`src/rtl/regfile_write_arbiter_if.sv`:
```
// Register-file write arbiter bus: pipeline writeback, SAD result stream,
// decode hazard query and the arbitrated register-file write port.
interface regfile_write_arbiter_if #(
   parameter int DEPTH = 4
);
   logic                     WB_RegWrite;
   logic [4:0]               WB_WriteRegister;
   logic [31:0]              WB_WriteData;
   logic                     SAD_Valid;
   logic [4:0]               SAD_WriteRegister;
   logic [31:0]              SAD_WriteData;
   logic                     SAD_Ready;
   logic [4:0]               ID_rs;
   logic [4:0]               ID_rt;
   logic [4:0]               ID_WriteRegister;
   logic                     ID_sad_hazard;
   logic                     WB_stall;
   logic                     RF_RegWrite;
   logic [4:0]               RF_WriteRegister;
   logic [31:0]              RF_WriteData;
   logic [$clog2(DEPTH):0]   Fifo_count;

   modport master (
      output WB_RegWrite, WB_WriteRegister, WB_WriteData,
      output SAD_Valid, SAD_WriteRegister, SAD_WriteData,
      output ID_rs, ID_rt, ID_WriteRegister,
      input  SAD_Ready, ID_sad_hazard, WB_stall,
      input  RF_RegWrite, RF_WriteRegister, RF_WriteData,
      input  Fifo_count
   );

   modport slave (
      input  WB_RegWrite, WB_WriteRegister, WB_WriteData,
      input  SAD_Valid, SAD_WriteRegister, SAD_WriteData,
      input  ID_rs, ID_rt, ID_WriteRegister,
      output SAD_Ready, ID_sad_hazard, WB_stall,
      output RF_RegWrite, RF_WriteRegister, RF_WriteData,
      output Fifo_count
   );
endinterface

```
`src/rtl/regfile_write_arbiter.sv`:
```
// Shares the register-file write port between writeback and a SAD result
// FIFO, with starvation forcing and a decode hazard flag for queued SAD writes.
module regfile_write_arbiter #(
   parameter int DEPTH        = 4,
   parameter int STARVE_LIMIT = 3
) (
   input logic                   Clk,
   input logic                   Rst_n,
   regfile_write_arbiter_if.slave bus
);
   localparam int AW = $clog2(DEPTH);
   localparam int CW = AW + 1;
   localparam int SW = $clog2(STARVE_LIMIT + 1);

   logic [AW-1:0]  wr_ptr;
   logic [AW-1:0]  rd_ptr;
   logic [CW-1:0]  count;
   logic [SW-1:0]  starve_cnt;
   logic [4:0]     q_reg  [DEPTH];
   logic [31:0]    q_data [DEPTH];

   logic             wb_req;
   logic             sad_req;
   logic             force_sad;
   logic             grant_wb;
   logic             grant_sad;
   logic             ready;
   logic             push;
   logic [DEPTH-1:0] slot_valid;
   logic [4:0]       id_src [3];
   logic             hazard;

   function automatic logic [CW-1:0] age(input int i,
                                         input logic [AW-1:0] rp);
      logic [AW-1:0] d;
      d = AW'(i) - rp;
      return {1'b0, d};
   endfunction

   always_comb begin
      wb_req    = Rst_n & bus.WB_RegWrite
                & (bus.WB_WriteRegister != 5'd0);
      sad_req   = (count != '0);
      force_sad = sad_req & (starve_cnt == SW'(STARVE_LIMIT));
      grant_wb  = wb_req & ~force_sad;
      grant_sad = ~grant_wb & sad_req;
      ready     = Rst_n & (count < CW'(DEPTH));
      push      = bus.SAD_Valid & ready
                & (bus.SAD_WriteRegister != 5'd0);
   end

   // Slot i holds a live entry when its distance from the head is < count.
   always_comb begin
      slot_valid = '0;
      for (int i = 0; i < DEPTH; i++) begin
         slot_valid[i] = age(i, rd_ptr) < count;
      end
   end

   always_comb begin
      id_src[0] = bus.ID_rs;
      id_src[1] = bus.ID_rt;
      id_src[2] = bus.ID_WriteRegister;
      hazard    = 1'b0;
      for (int k = 0; k < 3; k++) begin
         if (id_src[k] != 5'd0) begin
            if (push && id_src[k] == bus.SAD_WriteRegister) begin
               hazard = 1'b1;
            end
            for (int i = 0; i < DEPTH; i++) begin
               if (slot_valid[i] && q_reg[i] == id_src[k]) begin
                  hazard = 1'b1;
               end
            end
         end
      end
   end

   always_comb begin
      bus.RF_RegWrite      = 1'b0;
      bus.RF_WriteRegister = 5'd0;
      bus.RF_WriteData     = 32'd0;
      unique case (1'b1)
         grant_wb: begin
            bus.RF_RegWrite      = 1'b1;
            bus.RF_WriteRegister = bus.WB_WriteRegister;
            bus.RF_WriteData     = bus.WB_WriteData;
         end
         grant_sad: begin
            bus.RF_RegWrite      = 1'b1;
            bus.RF_WriteRegister = q_reg[rd_ptr];
            bus.RF_WriteData     = q_data[rd_ptr];
         end
         default: ;
      endcase
      bus.WB_stall      = wb_req & force_sad;
      bus.SAD_Ready     = ready;
      bus.ID_sad_hazard = Rst_n & hazard;
      bus.Fifo_count    = count;
   end

   always_ff @(posedge Clk or negedge Rst_n) begin
      if (!Rst_n) begin
         wr_ptr     <= '0;
         rd_ptr     <= '0;
         count      <= '0;
         starve_cnt <= '0;
      end else begin
         if (push) wr_ptr <= wr_ptr + 1'b1;
         if (grant_sad) rd_ptr <= rd_ptr + 1'b1;
         if (push && !grant_sad) count <= count + 1'b1;
         else if (!push && grant_sad) count <= count - 1'b1;
         if (grant_sad || count == '0) begin
            starve_cnt <= '0;
         end else if (grant_wb && starve_cnt != SW'(STARVE_LIMIT)) begin
            starve_cnt <= starve_cnt + 1'b1;
         end
      end
   end

   // Storage needs no reset: validity is tracked by the pointers and count.
   always_ff @(posedge Clk) begin
      if (push) begin
         q_reg[wr_ptr]  <= bus.SAD_WriteRegister;
         q_data[wr_ptr] <= bus.SAD_WriteData;
      end
   end
endmodule

```
`src/flat_wrapper.sv`:
```
// flat-port wrapper written by rule: the top's interface ports become plain ports
module regfile_write_arbiter_flat 
#(
   parameter int DEPTH        = 4,
   parameter int STARVE_LIMIT = 3
)
  (Clk, Rst_n, bus_WB_RegWrite, bus_WB_WriteRegister, bus_WB_WriteData, bus_SAD_Valid, bus_SAD_WriteRegister, bus_SAD_WriteData, bus_ID_rs, bus_ID_rt, bus_ID_WriteRegister, bus_SAD_Ready, bus_ID_sad_hazard, bus_WB_stall, bus_RF_RegWrite, bus_RF_WriteRegister, bus_RF_WriteData, bus_Fifo_count);
  regfile_write_arbiter_if #(.DEPTH(DEPTH)) bus_i ();
  input logic Clk;
  input logic Rst_n;
  input wire logic [$bits(bus_i.WB_RegWrite)-1:0] bus_WB_RegWrite;
  input wire logic [$bits(bus_i.WB_WriteRegister)-1:0] bus_WB_WriteRegister;
  input wire logic [$bits(bus_i.WB_WriteData)-1:0] bus_WB_WriteData;
  input wire logic [$bits(bus_i.SAD_Valid)-1:0] bus_SAD_Valid;
  input wire logic [$bits(bus_i.SAD_WriteRegister)-1:0] bus_SAD_WriteRegister;
  input wire logic [$bits(bus_i.SAD_WriteData)-1:0] bus_SAD_WriteData;
  input wire logic [$bits(bus_i.ID_rs)-1:0] bus_ID_rs;
  input wire logic [$bits(bus_i.ID_rt)-1:0] bus_ID_rt;
  input wire logic [$bits(bus_i.ID_WriteRegister)-1:0] bus_ID_WriteRegister;
  output wire logic [$bits(bus_i.SAD_Ready)-1:0] bus_SAD_Ready;
  output wire logic [$bits(bus_i.ID_sad_hazard)-1:0] bus_ID_sad_hazard;
  output wire logic [$bits(bus_i.WB_stall)-1:0] bus_WB_stall;
  output wire logic [$bits(bus_i.RF_RegWrite)-1:0] bus_RF_RegWrite;
  output wire logic [$bits(bus_i.RF_WriteRegister)-1:0] bus_RF_WriteRegister;
  output wire logic [$bits(bus_i.RF_WriteData)-1:0] bus_RF_WriteData;
  output wire logic [$bits(bus_i.Fifo_count)-1:0] bus_Fifo_count;
  assign bus_i.WB_RegWrite = bus_WB_RegWrite;
  assign bus_i.WB_WriteRegister = bus_WB_WriteRegister;
  assign bus_i.WB_WriteData = bus_WB_WriteData;
  assign bus_i.SAD_Valid = bus_SAD_Valid;
  assign bus_i.SAD_WriteRegister = bus_SAD_WriteRegister;
  assign bus_i.SAD_WriteData = bus_SAD_WriteData;
  assign bus_i.ID_rs = bus_ID_rs;
  assign bus_i.ID_rt = bus_ID_rt;
  assign bus_i.ID_WriteRegister = bus_ID_WriteRegister;
  assign bus_SAD_Ready = bus_i.SAD_Ready;
  assign bus_ID_sad_hazard = bus_i.ID_sad_hazard;
  assign bus_WB_stall = bus_i.WB_stall;
  assign bus_RF_RegWrite = bus_i.RF_RegWrite;
  assign bus_RF_WriteRegister = bus_i.RF_WriteRegister;
  assign bus_RF_WriteData = bus_i.RF_WriteData;
  assign bus_Fifo_count = bus_i.Fifo_count;
  regfile_write_arbiter #(.DEPTH(DEPTH), .STARVE_LIMIT(STARVE_LIMIT)) u_core (.Clk(Clk), .Rst_n(Rst_n), .bus(bus_i));
endmodule
```
`config.mk`:
```
export PLATFORM = sky130hd
export DESIGN_NAME = regfile_write_arbiter_flat
export DESIGN_NICKNAME = d
export VERILOG_FILES = /design/src/rtl/regfile_write_arbiter_if.sv /design/src/rtl/regfile_write_arbiter.sv /design/src/flat_wrapper.sv
export SDC_FILE = /design/constraint.sdc
export NUM_CORES = 1
export LEC_CHECK = 0
export BUFFER_PORTS_ARGS = -buffer_cell sky130_fd_sc_hd__buf_2
export CORE_ASPECT_RATIO = 0.5
export CORE_MARGIN = 2
export CORE_UTILIZATION = 30
export DETAILED_ROUTE_END_ITERATION = 8
export PLACE_DENSITY_LB_ADDON = 0.15
export RECOVER_POWER = 25
export SETUP_SLACK_MARGIN = 0.02
export SYNTH_ARGS = -nofsm -noshare
export SYNTH_HDL_FRONTEND = slang
export SYNTH_SLANG_ARGS = --single-unit
```
`constraint.sdc`:
```
create_clock -name Clk -period 2.5 [get_ports Clk]
set_input_delay 0.125 -clock Clk [delete_from_list [all_inputs] [get_ports Clk]]
set_output_delay 0.125 -clock Clk [all_outputs]
set_load 0.02 [all_outputs]
```
==> results of run 1 <==
## placed cells by master (no fill, tap or decap), types with 5 or more instances in the layout
cell type | netlist | final
clkbuf_1 | 24 | 22
dlygate4sd3_1 | 0 | 34
buf_2 | 4 | 117
clkbuf_16 | 0 | 18
dfrtp_1 | 9 | 5
xnor2_1 | 34 | 34
nor3_1 | 15 | 15
inv_1 | 9 | 9
buf_12 | 0 | 5
nand4_1 | 11 | 11
o21ai_0 | 38 | 37
nand2_1 | 80 | 80
xor2_1 | 47 | 46
ha_1 | 10 | 9
mux4_2 | 37 | 37
nor2_1 | 5 | 5
edfxtp_1 | 148 | 148
buf_4 | 1 | 21
## what timing repair did
item,CTS,global route
resized for setup,14,10
setup buffers,1,5
hold buffers,34,0
pin swaps,1,7
gates cloned,0,2
hold endpoints to repair,138,0
setup endpoints to repair,38,36
## per-stage QoR
step	setup WS [ns]	setup TNS [ns]	cell area, um^2
after floorplan	0.0217	0	7580
after global placement	0.166	0	8690
after detailed placement	0.131	0	8690
after CTS	-0.0962	-0.0962	9690
after global routing	-0.254	-2.02	9770
final	-0.104	-0.140	9770
## final cells by class
cell class | instances | area (um^2)
fill | 2405 | 15200
sequential | 157 | 4670
multi-input combinational | 318 | 2720
timing repair buffer | 201 | 1330
tap | 344 | 430
clock buffer | 18 | 429
clock inverter | 13 | 150
inverter | 9 | 33.8
## per-layer routing
metal | routed length, um | vias up
met2 | 9520 | 77
li1 | - | 2292
met1 | 9340 | 2499
met3 | 531 | 15
met4 | 197 | 0
met5 | 0 | -
## cell families after synthesis
logic type	after synthesis
xor gates and xnor gates	82
and+or+nand+nor	132
buffers and inverters	47
adders and majority gates	11
muxes	38
AOI/OAI and AO/OA	55
DFF	157
## report_power, final
group	switching (mW)	leakage [nW]	internal [mW]
clock network	0.994	0.280	1.55
registers	0.133	1.44	3.14
logic	2.05	1.86	1.63
total	3.18	3.58	6.32
## tightest hold or removal path: cells and delay by family
family,cells,cell delay (ns)
buffers and inverters,1,0.10
AO/OA/AOI/OAI,1,0.13
AND/OR/NAND/NOR,1,0.06
## path summary, 6_finish.rpt
kind | endpoint | from
max in group asynchronous | u_core.rd_ptr[0] | Rst_n
hold / removal | u_core.starve_cnt[0] | bus_WB_RegWrite
setup reg to reg | u_core.bus.Fifo_count[2] | u_core.bus.Fifo_count[1]
hold reg to reg | u_core.starve_cnt[0] | u_core.starve_cnt[0]
setup / recovery | bus_ID_sad_hazard | u_core.rd_ptr[1]
min in group asynchronous | u_core.bus.Fifo_count[0] | Rst_n
==> flow_metrics.py, run 1 <==
metrics = {
    "critical_path": {
        "end_kind": "primary output",
        "r2r_slack_ns": -0.02,
        "crit_chain": "xor2_2 -> inv_1 -> ha_2 -> nor2b_4 -> a31oi_4 -> nand3_2 -> o41ai_2 -> o21ai_1 -> a31oi_1 -> buf_4",
        "cpPeakStageDelay_ns": 0.44,
        "crit_buf_inv": 2,
        "crit_arrival_ns": 2.48,
        "cpMaxStageDelayCell": "dfrtp_2",
        "cp-start-kind": "register",
        "r2r_cells": 11,
        "required_ns": 2.38,
        "critPathTopFamily": "compound AO/OA/AOI/OAI gates",
        "crit_path_max_fanout": 4,
        "worst-path-stages": 10,
        "crit_type": "register to primary output",
    },
    "synth": {
        "syn_area_um2": 7570,
        "synthMuxAreaShare": 0.112,
        "synth_edf_count": 148,
        "yosysTopAreaCell": "edfxtp_1",
        "syn_nets": 626,
        "synth.area.top_cells": "edfxtp_1 59%, mux4_2 11%, xor2_1 5.4%, nand2_1 4.0%, xnor2_1 3.9%",
        "ys_types": 43,
        "yosysWarnings": 0,
        "synthAdderAreaFrac": 0.0192,
        "netlist_instances": 522,
        "synth.top_cell.area_share": 0.587,
        "synth_top_family_by_area": "multiplexers",
        "synth-seq-cells": 157,
        "synth_area_per_cell_um2": 14.5,
        "dominantRegCellSynth": "edfxtp_1",
        "yosysMostFrequentCell": "edfxtp_1",
        "synth.yosys.seq_area_share": 0.617,
        "synth.top_cells.by_count": "148 x edfxtp_1, 80 x nand2_1, 47 x xor2_1",
        "synthArstFlopShare": 0.0573,
        "synthXorXnorAreaFrac": 0.0958,
        "synth_compound_area_frac": 0.0428,
        "synth-simple-area-share": 0.0814,
    },
    "layout": {
        "final_core_util": 0.391,
        "largest_reg_flops": 128,
        "layoutNonFillerInstCount": 1060,
        "nets": 808,
        "drive_above_1_share": 0.331,
        "num_antenna_cells": 0,
        "syn_to_final_growth_pct": 29.0,
    },
    "placement": {
        "placed_cells": 987,
        "dp_hpwl_um": 12500,
        "io_buffers": 136,
        "gp_congestion": 0.848,
    },
    "global_routing": {
        "grtUsageMet1": 0.190,
        "top_usage_layer": "met2",
        "gr-total-overflow": 0,
        "grt_max_degree": 76,
        "grt_pass1_wl_um": 28600,
        "use_met3": 0.0278,
        "grtUsageTotal": 0.145,
        "antenna_found_initial": 0,
        "first_global_vias": 4860,
        "gr-usage-met2": 0.249,
    },
    "route": {
        "drtPass1Iterations": 4,
        "via_per_inst": 4.61,
        "ant_nets": 0,
        "drt_wl_total_um": 19600,
        "post-route-drc-count": 0,
        "drt_iter0_markers": 206,
        "routedWlPerCell_um": 18.5,
        "vias": 4883,
    },
    "sta": {
        "slew_headroom": 0.590,
        "setup_slack_ns": -0.104,
        "rsz0062_at_grt": "yes",
        "hold_viol": 0,
        "drv_slew": 0,
        "finalCritPeriodShare": 1.04,
        "setup_viol": 5,
        "finalCriticalPeriod_ns": 2.60,
        "hold_ws_ns": 0.0517,
        "fmax_mhz": 384,
        "tightest_slew_ns": 0.614,
        "fin_worst_skew_ns": 0.0143,
    },
    "die": {
        "start_util": 0.303,
        "core.rowCount": 41,
        "coreArea_um2": 25000,
        "die_w_um": 229,
        "die_area_um2": 26600,
        "io_pins": 137,
        "die_h_um": 116,
    },
    "clock_network": {
        "htreeDepth": 4,
        "cts_buffers": 17,
        "clock_sinks": 157,
        "clk_latency_ns": 0.42,
        "clockRootBuffer": "clkbuf_16",
        "clk_pin_slew_worst_paths_ns": 0.06,
        "clk_path_buf_depth": 2,
        "cts_tree": "yes",
    },
    "hold_path": {
        "hold_path.class": "primary input to register",
        "hold_depth": 3,
    },
    "status": {
        "violations": "setup timing",
        "status": "finished with violations",
    },
    "pwr": {
        "total_power_mw": 9.50,
        "p_leak_nw": 3.58,
        "vdd_drop_max_v": 0.000520,
        "p_per_area_nw_per_um2": 972,
    },
    "flow_run": {
        "drv_cap": 0,
    },
}
No activity file was read; power rests on OpenSTA's default activity.
==> run 2: changes to the inputs <==
CORE_UTILIZATION = 51   (was 30)
SLEW_MARGIN = 25   (was unset)
==> run 2 against run 1 <==
The flow now finishes without violations. Routed wire length fell by 7.6%. Fmax rose by 4.4%. Via count rose by 1.8%.
==> flow_metrics.py, run 2 (synthesis gave the netlist of run 1 again) <==
metrics = {
    "layout": {
        "most-common-layout-cells": "148 x edfxtp_1, 115 x buf_2, 80 x nand2_1",
        "multi_input_comb_area_um2": 2760,
        "drive_above_1_share": 0.338,
        "largest_reg_flops": 128,
        "register_area_um2": 4670,
        "final_core_util": 0.668,
        "fillCellCount": 1067,
        "syn_to_final_growth_pct": 27.6,
        "nets": 805,
        "final_common_cell": "edfxtp_1",
    },
    "pwr": {
        "vdd_drop_max_v": 0.000577,
        "power_frac_comb": 0.387,
        "p_leak_nw": 3.59,
        "pwr-share-seq": 0.337,
        "p_per_area_nw_per_um2": 1000,
        "p_clk_frac": 0.276,
        "p_int_mw": 6.40,
        "p_sw_frac": 0.337,
        "power.switching_mw": 3.26,
    },
    "status": {
        "status": "finished, final reports clean",
    },
    "die": {
        "die_area_um2": 15900,
        "core.rowCount": 31,
        "coreArea_um2": 14500,
        "die_h_um": 90.2,
        "start_util": 0.523,
        "die_w_um": 176,
        "io_pins": 137,
    },
    "route": {
        "via_per_inst": 5.45,
        "drt_wl_total_um": 18100,
        "routedWlPerCell_um": 19.9,
        "drt_iter0_markers": 366,
        "vias": 4969,
        "ant_nets": 0,
        "post-route-drc-count": 0,
        "drtPass1Iterations": 4,
    },
    "sta": {
        "rsz0062_at_grt": "yes",
        "finalCriticalPeriod_ns": 2.49,
        "fin_worst_skew_ns": 0.00772,
        "setup_viol": 0,
        "drv_slew": 0,
        "finalCritPeriodShare": 0.998,
        "tightest_slew_ns": 0.617,
        "slew_headroom": 0.589,
        "fin_tns_setup_ns": 0,
        "hold_viol": 0,
        "fmax_mhz": 401,
    },
    "critical_path": {
        "worstReg2RegStart": "u_core.bus.Fifo_count[1]",
        "end_kind": "primary output",
        "crit_arrival_ns": 2.37,
        "reg2reg_to": "u_core.bus.Fifo_count[2]",
        "crit_path_max_fanout": 3,
        "r2r_slack_ns": 0.18,
        "cp-start-kind": "register",
        "r2r_cells": 11,
        "required_ns": 2.38,
        "crit_type": "register to primary output",
    },
    "global_routing": {
        "first_global_vias": 5012,
        "use_met3": 0.0508,
        "top_usage_layer": "met2",
        "grtUsageMet1": 0.308,
        "grt_pass1_wl_um": 27700,
        "gr-usage-met2": 0.395,
        "grt_max_degree": 40,
        "antenna_found_initial": 1,
        "gr-total-overflow": 0,
        "grtUsageTotal": 0.235,
    },
    "flow_run": {
        "drv_cap": 0,
    },
    "clock_network": {
        "clock_sinks": 157,
        "clk_latency_ns": 0.42,
        "cts_buffers": 17,
        "clk_pin_slew_worst_paths_ns": 0.06,
        "clockRootBuffer": "clkbuf_16",
        "clk_path_buf_depth": 2,
        "cts_tree": "yes",
        "htreeDepth": 4,
    },
    "hold_path": {
        "hold_depth": 4,
        "hold_path.class": "primary input to register",
        "worstHoldStart": "bus_WB_RegWrite",
        "hold_path_end": "u_core.starve_cnt[0]",
    },
    "placement": {
        "dp_hpwl_um": 11000,
        "io_buffers": 136,
        "gp_congestion": 0.913,
    },
}
[run 2: layer usage]
layer,vias to the layer above,part of all wire
met4,0,0.015
met2,155,0.49
met1,2495,0.42
met3,25,0.069
met5,-,0
li1,2294,-
[run 2: power groups by stage]
stage          registers, mW  logic [mW]  clock network [mW]
2_1_floorplan           3.32        2.31                   0
3_3_place_gp            3.30        3.36                   0
3_5_place_dp            3.31        3.38                   0
4_1_cts                 3.25        3.74                2.71
5_1_grt                 3.27        4.08                2.82
6_report                3.26        3.74                2.66
[run 2: worst max-delay path by stage]
stage                              from                       end  slack, ns
4_1_cts                u_core.rd_ptr[1]         bus_ID_sad_hazard      0.004
5_1_grt                u_core.rd_ptr[0]         bus_ID_sad_hazard      -0.14
6_report               u_core.rd_ptr[1]         bus_ID_sad_hazard      0.005
3_5_place_dp    bus_WB_WriteRegister[3]  u_core.bus.Fifo_count[1]       0.07
2_1_floorplan          u_core.rd_ptr[1]         bus_ID_sad_hazard       0.02
3_3_place_gp   u_core.bus.Fifo_count[1]      bus_RF_WriteData[31]       0.11
[run 2: worst max-delay path: stages (launching register included)]
cell and delay [ns]:
dfrtp_2 0.43, xor2_2 0.20, inv_2 0.07, ha_4 0.15, nor2b_4 0.12, a31oi_4 0.19
nand3_1 0.12, o41ai_2 0.23, o21ai_1 0.13, a31oi_1 0.15, buf_4 0.17
[run 2: layout make-up]
cell class / count / area share
multi-input combinational: 318 / 0.286
clock buffer: 17 / 0.0440
sequential: 157 / 0.484
tap: 198 / 0.0256
inverter: 9 / 0.00350
clock inverter: 14 / 0.0196
antenna: 1 / 0.000259
timing repair buffer: 198 / 0.138
[run 2: repair_timing]
action | CTS | global route
hold endpoints to repair | 137 | 0
pin swaps | 10 | 3
gates cloned | 1 | 1
hold buffers | 33 | 0
setup endpoints to repair | 38 | 39
buffers inserted | 7 | 0
gates resized for setup | 22 | 6
[run 2: through the flow]
stage | hold slack (ns) | worst slack (ns) | instances | power, mW | cell area, um^2
3_5_place_dp | 0.136 | 0.0668 | 838 | 6.69 | 8500
5_1_grt | 0.162 | -0.137 | 911 | 10.2 | 9660
6_report | 0.147 | 0.00544 | 912 | 9.66 | 9660
2_1_floorplan | -0.171 | 0.0217 | 522 | 5.63 | 7580
4_1_cts | 0.0440 | 0.00382 | 910 | 9.70 | 9650
3_3_place_gp | 0.119 | 0.105 | 838 | 6.65 | 8500
